--- config.mk ---
export PLATFORM = sky130hd
export DESIGN_NAME = motor_ramp_sequencer_flat
export DESIGN_NICKNAME = d
export VERILOG_FILES = /design/src/rtl/motor_ramp_sequencer_if.sv /design/src/rtl/motor_ramp_sequencer.sv /design/src/flat_wrapper.sv
export SDC_FILE = /design/constraint.sdc
export NUM_CORES = 1
export LEC_CHECK = 0
export CAP_MARGIN = 20
export CORE_ASPECT_RATIO = 2
export CORE_UTILIZATION = 55
export CTS_BUF_LIST = sky130_fd_sc_hd__clkbuf_16
export DETAILED_ROUTE_END_ITERATION = 12
export HOLD_SLACK_MARGIN = 0.12
export PLACE_DENSITY = 0.8
export SLEW_MARGIN = 5
export SYNTH_ARGS = -nofsm -noshare
export SYNTH_HDL_FRONTEND = slang
export SYNTH_SLANG_ARGS = --single-unit
--- constraint.sdc ---
create_clock -name clk -period 9 [get_ports clk]
set_input_delay 0.9 -clock clk [delete_from_list [all_inputs] [get_ports clk]]
set_output_delay 0.9 -clock clk [all_outputs]
set_load 0.01 [all_outputs]
--- src/rtl/motor_ramp_sequencer_if.sv ---
// Command channel into the motor ramp sequencer: speed/direction requests
// from the switch/command decode logic.
interface motor_cmd_if;
  // A command transfers on a rising edge where cmd_valid and cmd_ready are both 1.
  // The master holds cmd_valid/cmd_dir/cmd_fast stable until then; cmd_ready may
  // drop at any time without the pending command being lost.
  logic       cmd_valid;
  logic       cmd_ready;
  logic [1:0] cmd_dir;
  logic       cmd_fast;

  modport master (
    output cmd_valid,
    output cmd_dir,
    output cmd_fast,
    input  cmd_ready
  );

  modport slave (
    input  cmd_valid,
    input  cmd_dir,
    input  cmd_fast,
    output cmd_ready
  );
endinterface

--- src/rtl/motor_ramp_sequencer.sv ---
// Brushed-motor drive sequencer: ramps PWM duty once per period toward the
// commanded target, with ramp-down and dead-time around any direction change.
module motor_ramp_sequencer #(
  parameter logic [31:0] PERIOD       = 32'd1000000,
  parameter logic [31:0] DUTY_SLOW    = 32'd200000,
  parameter logic [31:0] DUTY_FAST    = 32'd900000,
  parameter logic [31:0] RAMP_STEP    = 32'd50000,
  parameter logic [31:0] DEAD_PERIODS = 32'd10
) (
  input  logic       clk,
  input  logic       rst_n,
  motor_cmd_if.slave cmd,
  input  logic       estop,
  output logic [2:0] MOTOR,
  output logic       busy,
  output logic [2:0] state_o
);

  typedef enum logic [2:0] {
    IDLE      = 3'd0,
    RAMP      = 3'd1,
    RUN       = 3'd2,
    RAMP_DOWN = 3'd3,
    DEAD      = 3'd4
  } state_t;

  localparam logic [31:0] PERIOD_LAST = PERIOD - 32'd1;

  state_t      state, state_d;
  logic [31:0] cnt;
  logic [31:0] duty, duty_d;
  logic [31:0] target, target_d;
  logic [31:0] pend_target, pend_target_d;
  logic [31:0] dead_cnt, dead_cnt_d;
  logic [1:0]  dir_reg, dir_d;
  logic [1:0]  pend_dir, pend_dir_d;
  logic        pwm;
  logic        period_tick;
  logic        accept;
  logic        cmd_run;
  logic        same_dir;
  logic [31:0] cmd_target;
  logic [31:0] ramped;

  assign period_tick   = (cnt == PERIOD_LAST);
  assign cmd.cmd_ready = ((state == IDLE) || (state == RUN)) && !estop;
  assign accept        = cmd.cmd_valid && cmd.cmd_ready;
  assign cmd_run       = (cmd.cmd_dir == 2'b01) || (cmd.cmd_dir == 2'b10);
  assign cmd_target    = !cmd_run ? 32'd0 : (cmd.cmd_fast ? DUTY_FAST : DUTY_SLOW);
  assign same_dir      = cmd_run && (cmd.cmd_dir == dir_reg);

  // Differences are compared before stepping so the duty never wraps or overshoots.
  always_comb begin
    ramped = duty;
    if (duty < target) begin
      ramped = ((target - duty) > RAMP_STEP) ? (duty + RAMP_STEP) : target;
    end else if (duty > target) begin
      ramped = ((duty - target) > RAMP_STEP) ? (duty - RAMP_STEP) : target;
    end
  end

  always_comb begin
    state_d       = state;
    dir_d         = dir_reg;
    target_d      = target;
    pend_dir_d    = pend_dir;
    pend_target_d = pend_target;
    dead_cnt_d    = dead_cnt;
    duty_d        = period_tick ? ramped : duty;
    if (estop) begin
      state_d       = DEAD;
      duty_d        = 32'd0;
      dir_d         = 2'b00;
      target_d      = 32'd0;
      pend_dir_d    = 2'b00;
      pend_target_d = 32'd0;
      dead_cnt_d    = 32'd0;
    end else begin
      unique case (state)
        IDLE: begin
          if (accept && cmd_run) begin
            dir_d    = cmd.cmd_dir;
            target_d = cmd_target;
            state_d  = RAMP;
          end
        end
        RAMP: begin
          if (duty == target) state_d = RUN;
        end
        RUN: begin
          if (accept) begin
            if (same_dir) begin
              target_d = cmd_target;
              state_d  = RAMP;
            end else begin
              pend_dir_d    = cmd_run ? cmd.cmd_dir : 2'b00;
              pend_target_d = cmd_target;
              target_d      = 32'd0;
              state_d       = RAMP_DOWN;
            end
          end
        end
        RAMP_DOWN: begin
          if (duty == 32'd0) begin
            dir_d      = 2'b00;
            dead_cnt_d = 32'd0;
            state_d    = DEAD;
          end
        end
        DEAD: begin
          // Exit is evaluated on the cycle after the final tick so the lines sit at 00 for whole periods.
          if (dead_cnt == DEAD_PERIODS) begin
            if (pend_dir == 2'b00) begin
              state_d = IDLE;
            end else begin
              dir_d    = pend_dir;
              target_d = pend_target;
              state_d  = RAMP;
            end
          end else if (period_tick) begin
            dead_cnt_d = dead_cnt + 32'd1;
          end
        end
        default: state_d = IDLE;
      endcase
    end
  end

  always_ff @(posedge clk or negedge rst_n) begin
    if (!rst_n) begin
      state       <= IDLE;
      duty        <= 32'd0;
      target      <= 32'd0;
      pend_target <= 32'd0;
      dead_cnt    <= 32'd0;
      dir_reg     <= 2'b00;
      pend_dir    <= 2'b00;
    end else begin
      state       <= state_d;
      duty        <= duty_d;
      target      <= target_d;
      pend_target <= pend_target_d;
      dead_cnt    <= dead_cnt_d;
      dir_reg     <= dir_d;
      pend_dir    <= pend_dir_d;
    end
  end

  // PWM output is forced low by estop on the same edge that clears duty.
  always_ff @(posedge clk or negedge rst_n) begin
    if (!rst_n) begin
      cnt <= 32'd0;
      pwm <= 1'b0;
    end else begin
      cnt <= period_tick ? 32'd0 : (cnt + 32'd1);
      pwm <= estop ? 1'b0 : (cnt < duty);
    end
  end

  assign MOTOR   = {pwm, dir_reg};
  assign busy    = (state != IDLE) && (state != RUN);
  assign state_o = state;

endmodule

--- src/flat_wrapper.sv ---
// flat-port wrapper written by rule: the top's interface ports become plain ports
module motor_ramp_sequencer_flat 
#(
  parameter logic [31:0] PERIOD       = 32'd1000000,
  parameter logic [31:0] DUTY_SLOW    = 32'd200000,
  parameter logic [31:0] DUTY_FAST    = 32'd900000,
  parameter logic [31:0] RAMP_STEP    = 32'd50000,
  parameter logic [31:0] DEAD_PERIODS = 32'd10
)
  (clk, rst_n, estop, MOTOR, busy, state_o, cmd_cmd_valid, cmd_cmd_dir, cmd_cmd_fast, cmd_cmd_ready);
  motor_cmd_if cmd_i ();
  input  logic clk;
  input  logic rst_n;
  input  logic estop;
  output logic [2:0] MOTOR;
  output logic busy;
  output logic [2:0] state_o;
  input wire logic [$bits(cmd_i.cmd_valid)-1:0] cmd_cmd_valid;
  input wire logic [$bits(cmd_i.cmd_dir)-1:0] cmd_cmd_dir;
  input wire logic [$bits(cmd_i.cmd_fast)-1:0] cmd_cmd_fast;
  output wire logic [$bits(cmd_i.cmd_ready)-1:0] cmd_cmd_ready;
  assign cmd_i.cmd_valid = cmd_cmd_valid;
  assign cmd_i.cmd_dir = cmd_cmd_dir;
  assign cmd_i.cmd_fast = cmd_cmd_fast;
  assign cmd_cmd_ready = cmd_i.cmd_ready;
  motor_ramp_sequencer #(.PERIOD(PERIOD), .DUTY_SLOW(DUTY_SLOW), .DUTY_FAST(DUTY_FAST), .RAMP_STEP(RAMP_STEP), .DEAD_PERIODS(DEAD_PERIODS)) u_core (.clk(clk), .rst_n(rst_n), .cmd(cmd_i), .estop(estop), .MOTOR(MOTOR), .busy(busy), .state_o(state_o));
endmodule
# Word-level counts from Yosys, hierarchy flattened
# Index checks and enable logic that the tools add are counted.
[classes] add_sub_neg=6 n_lt_le_gt_ge=5 n_eq_ne=20 n_mux=46 n_reduce_logical=25
[ops] cell="32-bit two-way mux" n=22
[ops] cell="32-bit case mux with 3 select lines" n=1
[ops] cell="32-bit by 1-bit adder with 32-bit output (second input constant)" n=2
[ops] cell="32-bit by 16-bit greater-than comparator with 1-bit output (second input constant)" n=2
[ops] cell="32-bit < comparator" n=2
[ops] cell="32-bit case mux with 2 select lines" n=1
[ops] cell="32-bit subtractor" n=2
[ops] cell="32-bit by 16-bit adder with 32-bit output (second input constant)" n=1
[ops] cell="32-bit by 20-bit == test with 1-bit output (second input constant)" n=1
[ops] cell="32-bit == test" n=1
[ops] cell="32-bit by 4-bit == test with 1-bit output (second input constant)" n=1
[ops] cell="32-bit greater-than comparator" n=1
[ops] cell="32-bit logical NOT" n=1
[ops] cell="32-bit by 16-bit subtractor with 32-bit output (second input constant)" n=1
[ops] cell="2-bit two-way mux" n=11
[ops] cell="20-bit two-way mux" n=1
[ops] cell="3-bit two-way mux" n=6
[ops] cell="3-bit by 2-bit != test with 1-bit output (second input constant)" n=6
[ops] cell="3-bit case mux with 5 select lines" n=1
[ops] cell="5-bit AND reduction" n=3
[ops] cell="3-bit != test (second input constant)" n=3
[ops] cell="3-bit nonzero test" n=3
[ops] cell="4-bit nonzero test" n=2
[ops] cell="3-bit by 2-bit == test with 1-bit output (second input constant)" n=2
[ops] cell="17 further kinds" n=25
[word_totals] register_bits=168 in_bits=7 out_inout_bits=8 elab_cells=111

# Longest topological paths before layout
# Gate-level depths: netlist (run 1).
[depth] word_depth=8 depth_mapped=17

# Worst setup path after synthesis (run 1)
# OpenSTA, ideal clock, no wires.
[synth_timing] kind="register to register" startpoint="register u_core.target[18]" endpoint="register u_core.duty[16]" setup_time_ns=0.124 arrival_time_ns=3.783 t_required_ns=8.876 path_slack_ns=5.093 stages_incl_launch_ff=15 path_cell_list="dfrtp_1 -> inv_1 -> ha_1 -> buf_2 -> a21oi_1 -> nand2_2 -> a221o_1 -> mux2_4 -> a2111oi_4 -> o2111ai_1 -> nor4_4 -> nor2_2 -> a221oi_1 -> a21oi_1 -> o31a_1"
[synth_via] elab_chain_cells=7 elab_cells_between_ends=14 classes_between="add/sub (2); order compare (4); mux (6); reduce/logical (2)"
[synth_lines] element="start: declaration" line_no="motor_ramp_sequencer.sv:32" text="logic [31:0] target, target_d;"
[synth_lines] element="start signal: assignment" line_no="motor_ramp_sequencer.sv:141" text="target <= target_d;"
[synth_lines] element="32-bit subtractor" line_no="motor_ramp_sequencer.sv:58" text="ramped = ((duty - target) > RAMP_STEP) ? (duty - RAMP_STEP) : target;"
[synth_lines] element="32-bit by 16-bit greater-than comparator with 1-bit output" line_no="motor_ramp_sequencer.sv:58"
[synth_lines] element="32-bit two-way mux" line_no="motor_ramp_sequencer.sv:58"
[synth_lines] element="32-bit two-way mux" line_no="motor_ramp_sequencer.sv:57" text="end else if (duty > target) begin"
[synth_lines] element="32-bit two-way mux" line_no="motor_ramp_sequencer.sv:55" text="if (duty < target) begin"
[synth_lines] element="32-bit two-way mux" line_no="motor_ramp_sequencer.sv:69" text="duty_d = period_tick ? ramped : duty;"
[synth_lines] element="32-bit two-way mux" line_no="motor_ramp_sequencer.sv:70" text="if (estop) begin"
[synth_lines] element="end signal: assignment" line_no="motor_ramp_sequencer.sv:140" text="duty <= duty_d;"
[synth_lines] element="end: declaration" line_no="motor_ramp_sequencer.sv:31" text="logic [31:0] duty, duty_d;"
# Several ways; a longest one is shown, not always the timed one. The select of a mux whose other input is x is not followed.
# A chain may end at the register's enable or synchronous reset.

# Worst setup path after layout (run 1)
[layout_timing] startpoint="register u_core.target[18]" endpoint="register u_core.duty[15]"
# Same word-level chain as after synthesis.

==> flow_summary_export.csv, run 1 <==
group,metric,value,unit
status,status,"completed",
synth,synth_area_leaders,"dfrtp_1, ha_1, nor2_1",
floorplanning,pin_count,15,
critical_path,critPathBufInv,1,
synth,syn_area,9320,sq um
grt,antenna_found_initial,0,
routing,finalWirelength,30.3,mm
synth,synth_ff_type,"dfrtp_1",
routing,antenna_left,0,
routing,num_vias,9268,
synth,synth-xor-area-share,0.0771,
grt,overflow,0,
timing,post-route-period-util,0.614,
routing,wl_per_cell,22.3,um
synth,ys_types,85,
grt,grt_pass1_wl,47.9,mm
floorplanning,row_count,67,
placement,detailed_place_hpwl,23.1,mm
timing,max_freq,181,MHz
flow_run,cap_violations,0,
critical_path,worst-path-max-fanout,25,
synth,synth-async-reset-ratio,1.00,
synth,synth_most_common_cell,"nor2_1",
placement,place_congestion,1.01,
synth,synth_top_area_frac,0.285,
clock_tree,clock_latency,0.37,ns
critical_path,critPathRequiredTime,9.25,ns
floorplanning,die_area,17500,sq um
synth,syn-num-nets,1243,
power,powerDensity,167,nW/um^2
layout,drive_gt1_frac,0.0461,
clock_tree,clock-sinks,106,
synth,synthMuxAreaShare,0.0102,
synth,yosysWarnings,0,
synth,synth_edf_count,0,
clock_tree,cts_setup_buffers,0,
layout,nNetsFinal,1222,
critical_path,end_kind,"register",
timing,fin_crit,5.52,ns
critical_path,start_kind,"register",
floorplanning,die_y,186,um
routing,drt_iter0_markers,615,
synth,synth_common_cells,"nor2_1, nand2_1, dfrtp_1",
placement,portBuffers,14,
routing,drt_first_pass_iters,6,
layout,reg.largest.list,"u_core.cnt: 32 flops, u_core.dead_cnt: 32 flops, u_core.duty: 28 flops",
layout,diodes,0,
synth,yosys.area.top_type,"dfrtp_1",
critical_path,crit_slowest_cell,"a2111oi_0",
synth,syn_area_per_cell,7.99,sq um
clock_tree,cts_hold_buffers,0,
layout,postLayoutCellArea,9820,sq um
clock_tree,htreeDepth,3,
timing,hold_violations,0,
grt,first_global_vias,9450,
critical_path,cpLargestDelayFamily,"compound AO/OA/AOI/OAI gates",
clock_tree,cts_made_buffers,9,
power,leakagePower,4.31,nW
critical_path,slowest_delay,0.92,ns
layout,syn_to_final_growth,5.34,%
floorplanning,initial_core_util,0.559,
timing,slew_violations,0,
timing,tns,0,ns
synth,synth-simple-area-share,0.259,
routing,viasPerCell,6.83,
synth,synth_top_family_by_area,"simple AND/OR/NAND/NOR gates",
critical_path,critical_path_class,"reg -> reg",
clock_tree,cts_buffer_depth,2,
timing,fin_skew,0.0121,ns
synth,syn-instance-count,1167,
clock_tree,clk_pin_slew,0.08,ns
grt,grt_use_total,0.362,
synth,synth_compound_area_frac,0.229,
timing,rsz0062_at_grt,"no",
clock_tree,root_buffer,"clkbuf_16",
synth,seq_area_frac_synth,0.285,
floorplanning,core_area,16700,sq um
layout,final_util,0.588,
timing,maxSlewHeadroom,0.273,
synth,synth-adder-area-share,0.0943,
critical_path,cp.arrival,5.78,ns
floorplanning,die_w,94.0,um
synth,ys_ff_latch,106,
routing,drc_errors,0,
placement,dpl_cell_area,9520,sq um
timing,setup-violations-final,0,
timing,worst_pin_slew,1.09,ns
power,vdd_drop_max,0.152,mV
min_path,holdPathStages,1,
critical_path,cp.depth,14,
clock_tree,cts_resized,0,
min_path,hold_class,"reg -> reg",
clock_tree,cts_tree,"yes",
critical_path,worstPathCellList,"inv_1 -> ha_1 -> nand2_1 -> a211oi_1 -> o21bai_1 -> a2111oi_0 -> o31a_1 -> nor2_1 -> o2111ai_1 -> nor4_4 -> nor2_2 -> a22oi_1 -> o2111ai_1 -> nand2_1",
critical_path,reg2reg_depth,14,
grt,grt_start_max_net_pins,55,
area by class of cell:
class,count,area [sq um]
tap,207,259
sequential,106,2650
timing repair buffer,18,168
inverter,52,195
multi-input combinational,959,6250
clock buffer,9,225
clock inverter,6,71.3
fill,1574,6870
logic make-up (layout without fill, tap and decap cells):
family	Yosys count	after routing
buffers and inverters	102	85
flip-flops	106	106
adder cells (fa/ha/maj)	69	69
AO/OA/AOI/OAI	322	322
multiplexers	9	9
AND/OR/NAND/NOR	477	477
XOR/XNOR	82	82
worst register-to-register path, cell delays in order, from the launching register on:
cell	delay, ns
dfrtp_1	0.59
inv_1	0.34
ha_1	0.64
nand2_1	0.20
a211oi_1	0.41
o21bai_1	0.20
a2111oi_0	0.92
o31a_1	0.31
nor2_1	0.06
o2111ai_1	0.18
nor4_4	0.14
nor2_2	0.84
a22oi_1	0.23
o2111ai_1	0.26
nand2_1	0.07
report_power, final:
group,internal [mW],switching [mW]
registers,0.483,0.0126
clock network,0.218,0.196
logic,0.266,0.467
total,0.967,0.676
through the flow:
stage	hold WS (ns)	total power, mW	instances	setup slack [ns]
after detailed placement	0.480	1.21	1342	3.70
final	0.490	1.64	1357	3.48
after CTS	0.495	1.61	1357	3.66
after global placement	0.467	1.21	1342	3.73
after floorplan	0.449	1.04	1167	5.09
after global routing	0.522	1.71	1357	3.19
cell usage in the layout (no fill, tap or decap), drive strengths merged, types with 6 or more instances in the layout:
master,count
nand4,29
o211ai,9
nand3,48
nor2b,12
o2111ai,6
o21a,15
a31oi,14
or3,23
a21o,10
nor3,31
o41ai,7
or4,8
nor2,133
o21ai,81
o31ai,17
a21oi,88
or2,8
and3,16
mux2i,8
a22oi,6
nor4,18
xor2,33
a211oi,8
and2,8
ha,67
clkbuf,9
nand2b,16
o22ai,6
inv,55
xnor2,49
o31a,7
o21bai,7
dfrtp,106
clkdlybuf4s50,13
nand4b,6
nand2,108
path summary, 6_finish.rpt:
kind                                            endpoint  slack, ns                          start
min in group asynchronous       u_core.cnt[21]$_DFF_PN0_       0.58                          rst_n
setup reg to reg             u_core.duty[15]$_DFFE_PN0P_       3.48  u_core.target[18]$_DFFE_PN0P_
setup / recovery             u_core.duty[15]$_DFFE_PN0P_       3.48  u_core.target[18]$_DFFE_PN0P_
max in group asynchronous  u_core.dir_reg[1]$_DFFE_PN0P_       7.23                          rst_n
hold / removal                   u_core.cnt[0]$_DFF_PN0_       0.49        u_core.cnt[0]$_DFF_PN0_
hold reg to reg                  u_core.cnt[0]$_DFF_PN0_       0.49        u_core.cnt[0]$_DFF_PN0_
metal layers:
layer | GRT usage | share of wire | up-vias
met5 | 0 | 0 | -
met4 | 0.328 | 0.10 | 0
met3 | 0.0658 | 0.053 | 202
met2 | 0.652 | 0.52 | 426
met1 | 0.337 | 0.33 | 4433
li1 | - | - | 4207
Note: power is estimated with default switching activity, not from simulation.
==> inputs of run 2 (changes only) <==
PLACE_DENSITY = 0.83   (was 0.8)
clock period = 4.6 ns   (was 9 ns; I/O delays follow)
==> flow_summary_export.csv, run 2 (synthesis results as in run 1) <==
group,metric,value,unit
layout,syn_to_final_growth,11.9,%
clock_tree,clock_latency,0.37,ns
critical_path,r2r_setup_slack,0.20,ns
power,powerDensity,336,nW/um^2
layout,postLayoutCellArea,10400,sq um
routing,drc_errors,0,
routing,drt_iter0_markers,621,
floorplanning,die_area,17500,sq um
min_path,hold_class,"in -> async",
critical_path,start_kind,"register",
layout,final_util,0.625,
routing,num_vias,9600,
layout,multi_input_area,6320,sq um
timing,worst_pin_slew,0.907,ns
power,vdd_drop_max,0.314,mV
timing,setup-violations-final,0,
floorplanning,die_w,94.0,um
layout,register_area,2650,sq um
floorplanning,initial_core_util,0.559,
routing,drt_first_pass_iters,5,
clock_tree,cts_hold_buffers,0,
critical_path,crit_slowest_cell,"dfrtp_2",
timing,max_freq,227,MHz
grt,grt_use_total,0.404,
timing,tns,0,ns
critical_path,reg2reg_from,"u_core.target[18]$_DFFE_PN0P_",
status,status,"completed",
routing,antenna_left,0,
layout,mostFrequentLayoutCells,"nor2_1, nand2_1, dfrtp_1, a21oi_1, o21ai_0",
timing,rsz0062_at_grt,"no",
power,leakagePower,4.65,nW
placement,place_congestion,1.07,
floorplanning,core_area,16700,sq um
placement,detailed_place_hpwl,25.5,mm
clock_tree,cts_tree,"yes",
critical_path,cp.arrival,4.64,ns
floorplanning,row_count,67,
grt,overflow,0,
layout,diodes,0,
timing,fin_crit,4.40,ns
critical_path,critPathRequiredTime,4.84,ns
clock_tree,htreeDepth,3,
timing,slew_violations,0,
grt,grt_pass1_wl,52.4,mm
layout,drive_gt1_frac,0.113,
critical_path,worst-path-max-fanout,18,
critical_path,critical_path_class,"reg -> reg",
grt,antenna_found_initial,0,
routing,finalWirelength,33.7,mm
placement,portBuffers,14,
routing,wl_per_cell,23.6,um
layout,nNetsFinal,1289,
critical_path,rr_endpoint,"u_core.duty[10]$_DFFE_PN0P_",
timing,maxSlewHeadroom,0.391,
grt,first_global_vias,9714,
layout,reg.largest.list,"u_core.cnt: 32 flops, u_core.dead_cnt: 32 flops, u_core.duty: 28 flops",
clock_tree,cts_made_buffers,9,
critical_path,end_kind,"register",
clock_tree,root_buffer,"clkbuf_16",
timing,fin_skew,0.0137,ns
clock_tree,cts_buffer_depth,2,
critical_path,worstPathCellList,"ha_1 -> fa_1 -> or3_1 -> o22ai_2 -> xnor2_1 -> a32oi_1 -> nand4_1 -> a32oi_2 -> nor4b_4 -> a21oi_4 -> buf_4 -> a32o_1 -> o21ai_1 -> a21oi_1",
layout,n_fill_cell,1450,
flow_run,cap_violations,0,
floorplanning,pin_count,15,
grt,grt_start_max_net_pins,64,
timing,hold_violations,0,
timing,post-route-period-util,0.956,
floorplanning,die_y,186,um
placement,dpl_cell_area,9990,sq um
clock_tree,clock-sinks,106,
routing,viasPerCell,6.74,
critical_path,reg2reg_depth,14,
layout,final_common_cell,"nor2_1",
critical_path,slowest_delay,0.49,ns
clock_tree,clk_pin_slew,0.08,ns
-- run 2: changes by cell type in the layout (fill, tap and decap cells not counted), moves of 2 or more --
cell	before	now
ha_2	0	5
a21oi_2	1	4
clkinv_8	0	2
a21oi_1	87	83
ha_1	67	62
buf_4	5	71
-- run 2: repair_timing --
item | CTS | global route
buffers inserted | 0 | 4
cloned | 0 | 1
resized for setup | 1 | 22
endpoints found under the setup margin | 1 | 26
pin swaps | 0 | 3
endpoints found under the hold margin | 0 | 0
-- run 2: worst max-delay path, delay by kind of cell (launching register included) --
| kind | cells | cell delay (ns) |
|---|---|---|
| AND/OR/NAND/NOR | 3 | 1.15 |
| flip-flops | 1 | 0.49 |
| AO/OA/AOI/OAI | 7 | 1.58 |
| buffers and inverters | 1 | 0.21 |
| adder cells (fa/ha/maj) | 2 | 0.76 |
| XOR/XNOR | 1 | 0.10 |
-- run 2: per-stage QoR --
stage	hold slack (ns)	power, mW	std cells	worst slack [ns]
2_1_floorplan	0.164	2.04	1167	0.693
3_3_place_gp	0.464	2.51	1404	0.0410
3_5_place_dp	0.475	2.52	1404	0.00662
4_1_cts	0.200	3.37	1420	0.0886
5_1_grt	0.249	3.64	1425	0.0369
6_report	0.179	3.50	1425	0.201
-- run 2: worst max path at each step --
stage	from	to
after global routing	u_core.target[18]$_DFFE_PN0P_	u_core.duty[30]$_DFFE_PN0P_
after floorplan	u_core.target[18]$_DFFE_PN0P_	u_core.duty[16]$_DFFE_PN0P_
after global placement	u_core.target[18]$_DFFE_PN0P_	u_core.duty[10]$_DFFE_PN0P_
after detailed placement	u_core.target[18]$_DFFE_PN0P_	u_core.duty[10]$_DFFE_PN0P_
final	u_core.target[18]$_DFFE_PN0P_	u_core.duty[10]$_DFFE_PN0P_
after CTS	u_core.target[18]$_DFFE_PN0P_	u_core.duty[10]$_DFFE_PN0P_
-- run 2: area by class of cell --
| type | instances | area share |
|---|---|---|
| inverter | 52 | 0.0191 |
| sequential | 106 | 0.255 |
| clock buffer | 9 | 0.0216 |
| timing repair buffer | 84 | 0.0636 |
| tap | 207 | 0.0248 |
| clock inverter | 7 | 0.00936 |
| timing repair inverter | 1 | 0.000720 |
| multi-input combinational | 959 | 0.606 |
-- run 2: layer usage --
| metal | up-vias | global-route usage | part of all wire | wire length [um] |
|---|---|---|---|---|
| li1 | 4360 | - | - | - |
| met1 | 4552 | 0.384 | 0.32 | 10900 |
| met2 | 453 | 0.698 | 0.51 | 17100 |
| met3 | 235 | 0.0997 | 0.063 | 2130 |
| met4 | 0 | 0.372 | 0.10 | 3460 |
| met5 | - | 0 | 0 | 0 |
-- run 2: power breakdown --
group	total [mW]	switching, mW	leakage, nW	internal (mW)
sequential	0.970	0.0251	1.46	0.945
clock	0.839	0.400	0.157	0.439
combinational	1.69	1.03	3.04	0.661
==> inputs of run 3 (changes only) <==
SKIP_CTS_REPAIR_TIMING = 1   (was default)
==> flow_summary_export.csv, run 3 (synthesis results as in run 1) <==
group,metric,value,unit
clock_tree,clk_pin_slew,0.08,ns
critical_path,critical_path_class,"reg -> reg",
timing,max_freq,229,MHz
grt,grt_start_max_net_pins,64,
critical_path,critPathRequiredTime,4.85,ns
timing,fin_skew,0.0148,ns
grt,overflow,0,
critical_path,end_kind,"register",
floorplanning,die_y,186,um
floorplanning,row_count,67,
routing,antenna_left,0,
timing,hold_violations,0,
routing,viasPerCell,6.77,
grt,grt_use_total,0.405,
clock_tree,htreeDepth,3,
floorplanning,core_area,16700,sq um
clock_tree,cts_made_buffers,9,
routing,drc_errors,0,
floorplanning,die_area,17500,sq um
critical_path,r2r_setup_slack,0.23,ns
layout,mostFrequentLayoutCells,"nor2_1, nand2_1, dfrtp_1, a21oi_1, o21ai_0",
layout,final_util,0.627,
grt,first_global_vias,9685,
timing,setup-violations-final,0,
critical_path,rr_endpoint,"u_core.duty[16]$_DFFE_PN0P_",
placement,placed_cells,1404,
clock_tree,root_buffer,"clkbuf_16",
min_path,hold_class,"in -> async",
floorplanning,initial_core_util,0.559,
grt,grt_pass1_wl,52.4,mm
timing,worst_pin_slew,0.969,ns
timing,post-route-period-util,0.951,
flow_run,cap_violations,0,
critical_path,start_kind,"register",
placement,dpl_cell_area,9990,sq um
timing,maxSlewHeadroom,0.349,
timing,hold-worst-slack,0.170,ns
layout,reg.largest.list,"u_core.cnt: 32 flops, u_core.dead_cnt: 32 flops, u_core.duty: 28 flops",
layout,stdcell_count,1427,
routing,num_vias,9659,
layout,n_fill_cell,1448,
clock_tree,clock-sinks,106,
timing,slew_violations,0,
timing,fin_crit,4.37,ns
clock_tree,clock_latency,0.37,ns
routing,finalWirelength,33.7,mm
placement,detailed_place_hpwl,25.5,mm
layout,final_common_cell,"nor2_1",
power,powerDensity,339,nW/um^2
floorplanning,die_w,94.0,um
routing,drt_iter0_markers,706,
clock_tree,cts_tree,"yes",
clock_tree,cts_buffer_depth,2,
critical_path,worst-path-max-fanout,10,
placement,place_congestion,1.07,
floorplanning,pin_count,15,
power,vdd_drop_max,0.309,mV
power,leakagePower,4.66,nW
layout,syn_to_final_growth,12.2,%
layout,drive_gt1_frac,0.115,
critical_path,cp.arrival,4.63,ns
layout,postLayoutCellArea,10500,sq um
status,status,"completed",
layout,nNetsFinal,1291,
critical_path,reg2reg_depth,14,
grt,antenna_found_initial,0,
timing,rsz0062_at_grt,"no",
critical_path,reg2reg_from,"u_core.target[18]$_DFFE_PN0P_",
layout,diodes,0,
placement,portBuffers,14,
routing,wl_per_cell,23.6,um
routing,drt_first_pass_iters,5,
## run 3: worst max path at each step
stage	from	to	slack, ns
2_1_floorplan	u_core.target[18]$_DFFE_PN0P_	u_core.duty[16]$_DFFE_PN0P_	0.69
3_3_place_gp	u_core.target[18]$_DFFE_PN0P_	u_core.duty[10]$_DFFE_PN0P_	0.04
3_5_place_dp	u_core.target[18]$_DFFE_PN0P_	u_core.duty[10]$_DFFE_PN0P_	0.007
4_1_cts	u_core.target[18]$_DFFE_PN0P_	u_core.duty[10]$_DFFE_PN0P_	-0.01
5_1_grt	u_core.target[18]$_DFFE_PN0P_	u_core.duty[10]$_DFFE_PN0P_	0.03
6_report	u_core.target[18]$_DFFE_PN0P_	u_core.duty[16]$_DFFE_PN0P_	0.23
## run 3: stage by stage
step	TNS, ns	worst slack (ns)	power [mW]
floorplan	0	0.693	2.04
global placement	0	0.0410	2.51
detailed placement	0	0.00662	2.52
CTS	-0.0111	-0.0111	3.36
global route	0	0.0343	3.68
finish	0	0.226	3.54
## run 3: report_power, final
part,switching (mW),internal [mW]
logic,1.04,0.694
clock network,0.402,0.439
registers,0.0259,0.945
## run 3: layer usage
metal / vias to the layer above / routed length, um / global-route usage
met1: 4583 / 10900 / 0.383
met5: - / 0 / 0
met3: 252 / 2170 / 0.107
met4: 0 / 3720 / 0.367
li1: 4360 / - / -
met2: 464 / 16900 / 0.698
## run 3: worst max-delay path, stage by stage (launching register included)
cell and delay (ns):
dfrtp_2 0.49, ha_1 0.28, fa_1 0.47, or3_1 0.41, o22ai_2 0.25, xnor2_1 0.10, a32oi_1 0.22, nand4_1 0.35
a32oi_2 0.37, nor4b_4 0.39, a21oi_4 0.14, buf_12 0.16, a32oi_1 0.23, a21oi_1 0.10, o31a_1 0.30
## run 3: cell type report
type | count | area (sq um) | share of cell area
clock buffer | 9 | 225 | 0.0215
sequential | 106 | 2650 | 0.254
inverter | 52 | 199 | 0.0190
tap | 207 | 259 | 0.0248
multi-input combinational | 959 | 6320 | 0.605
timing repair buffer | 86 | 691 | 0.0661
timing repair inverter | 1 | 7.51 | 0.000718
clock inverter | 7 | 97.6 | 0.00933
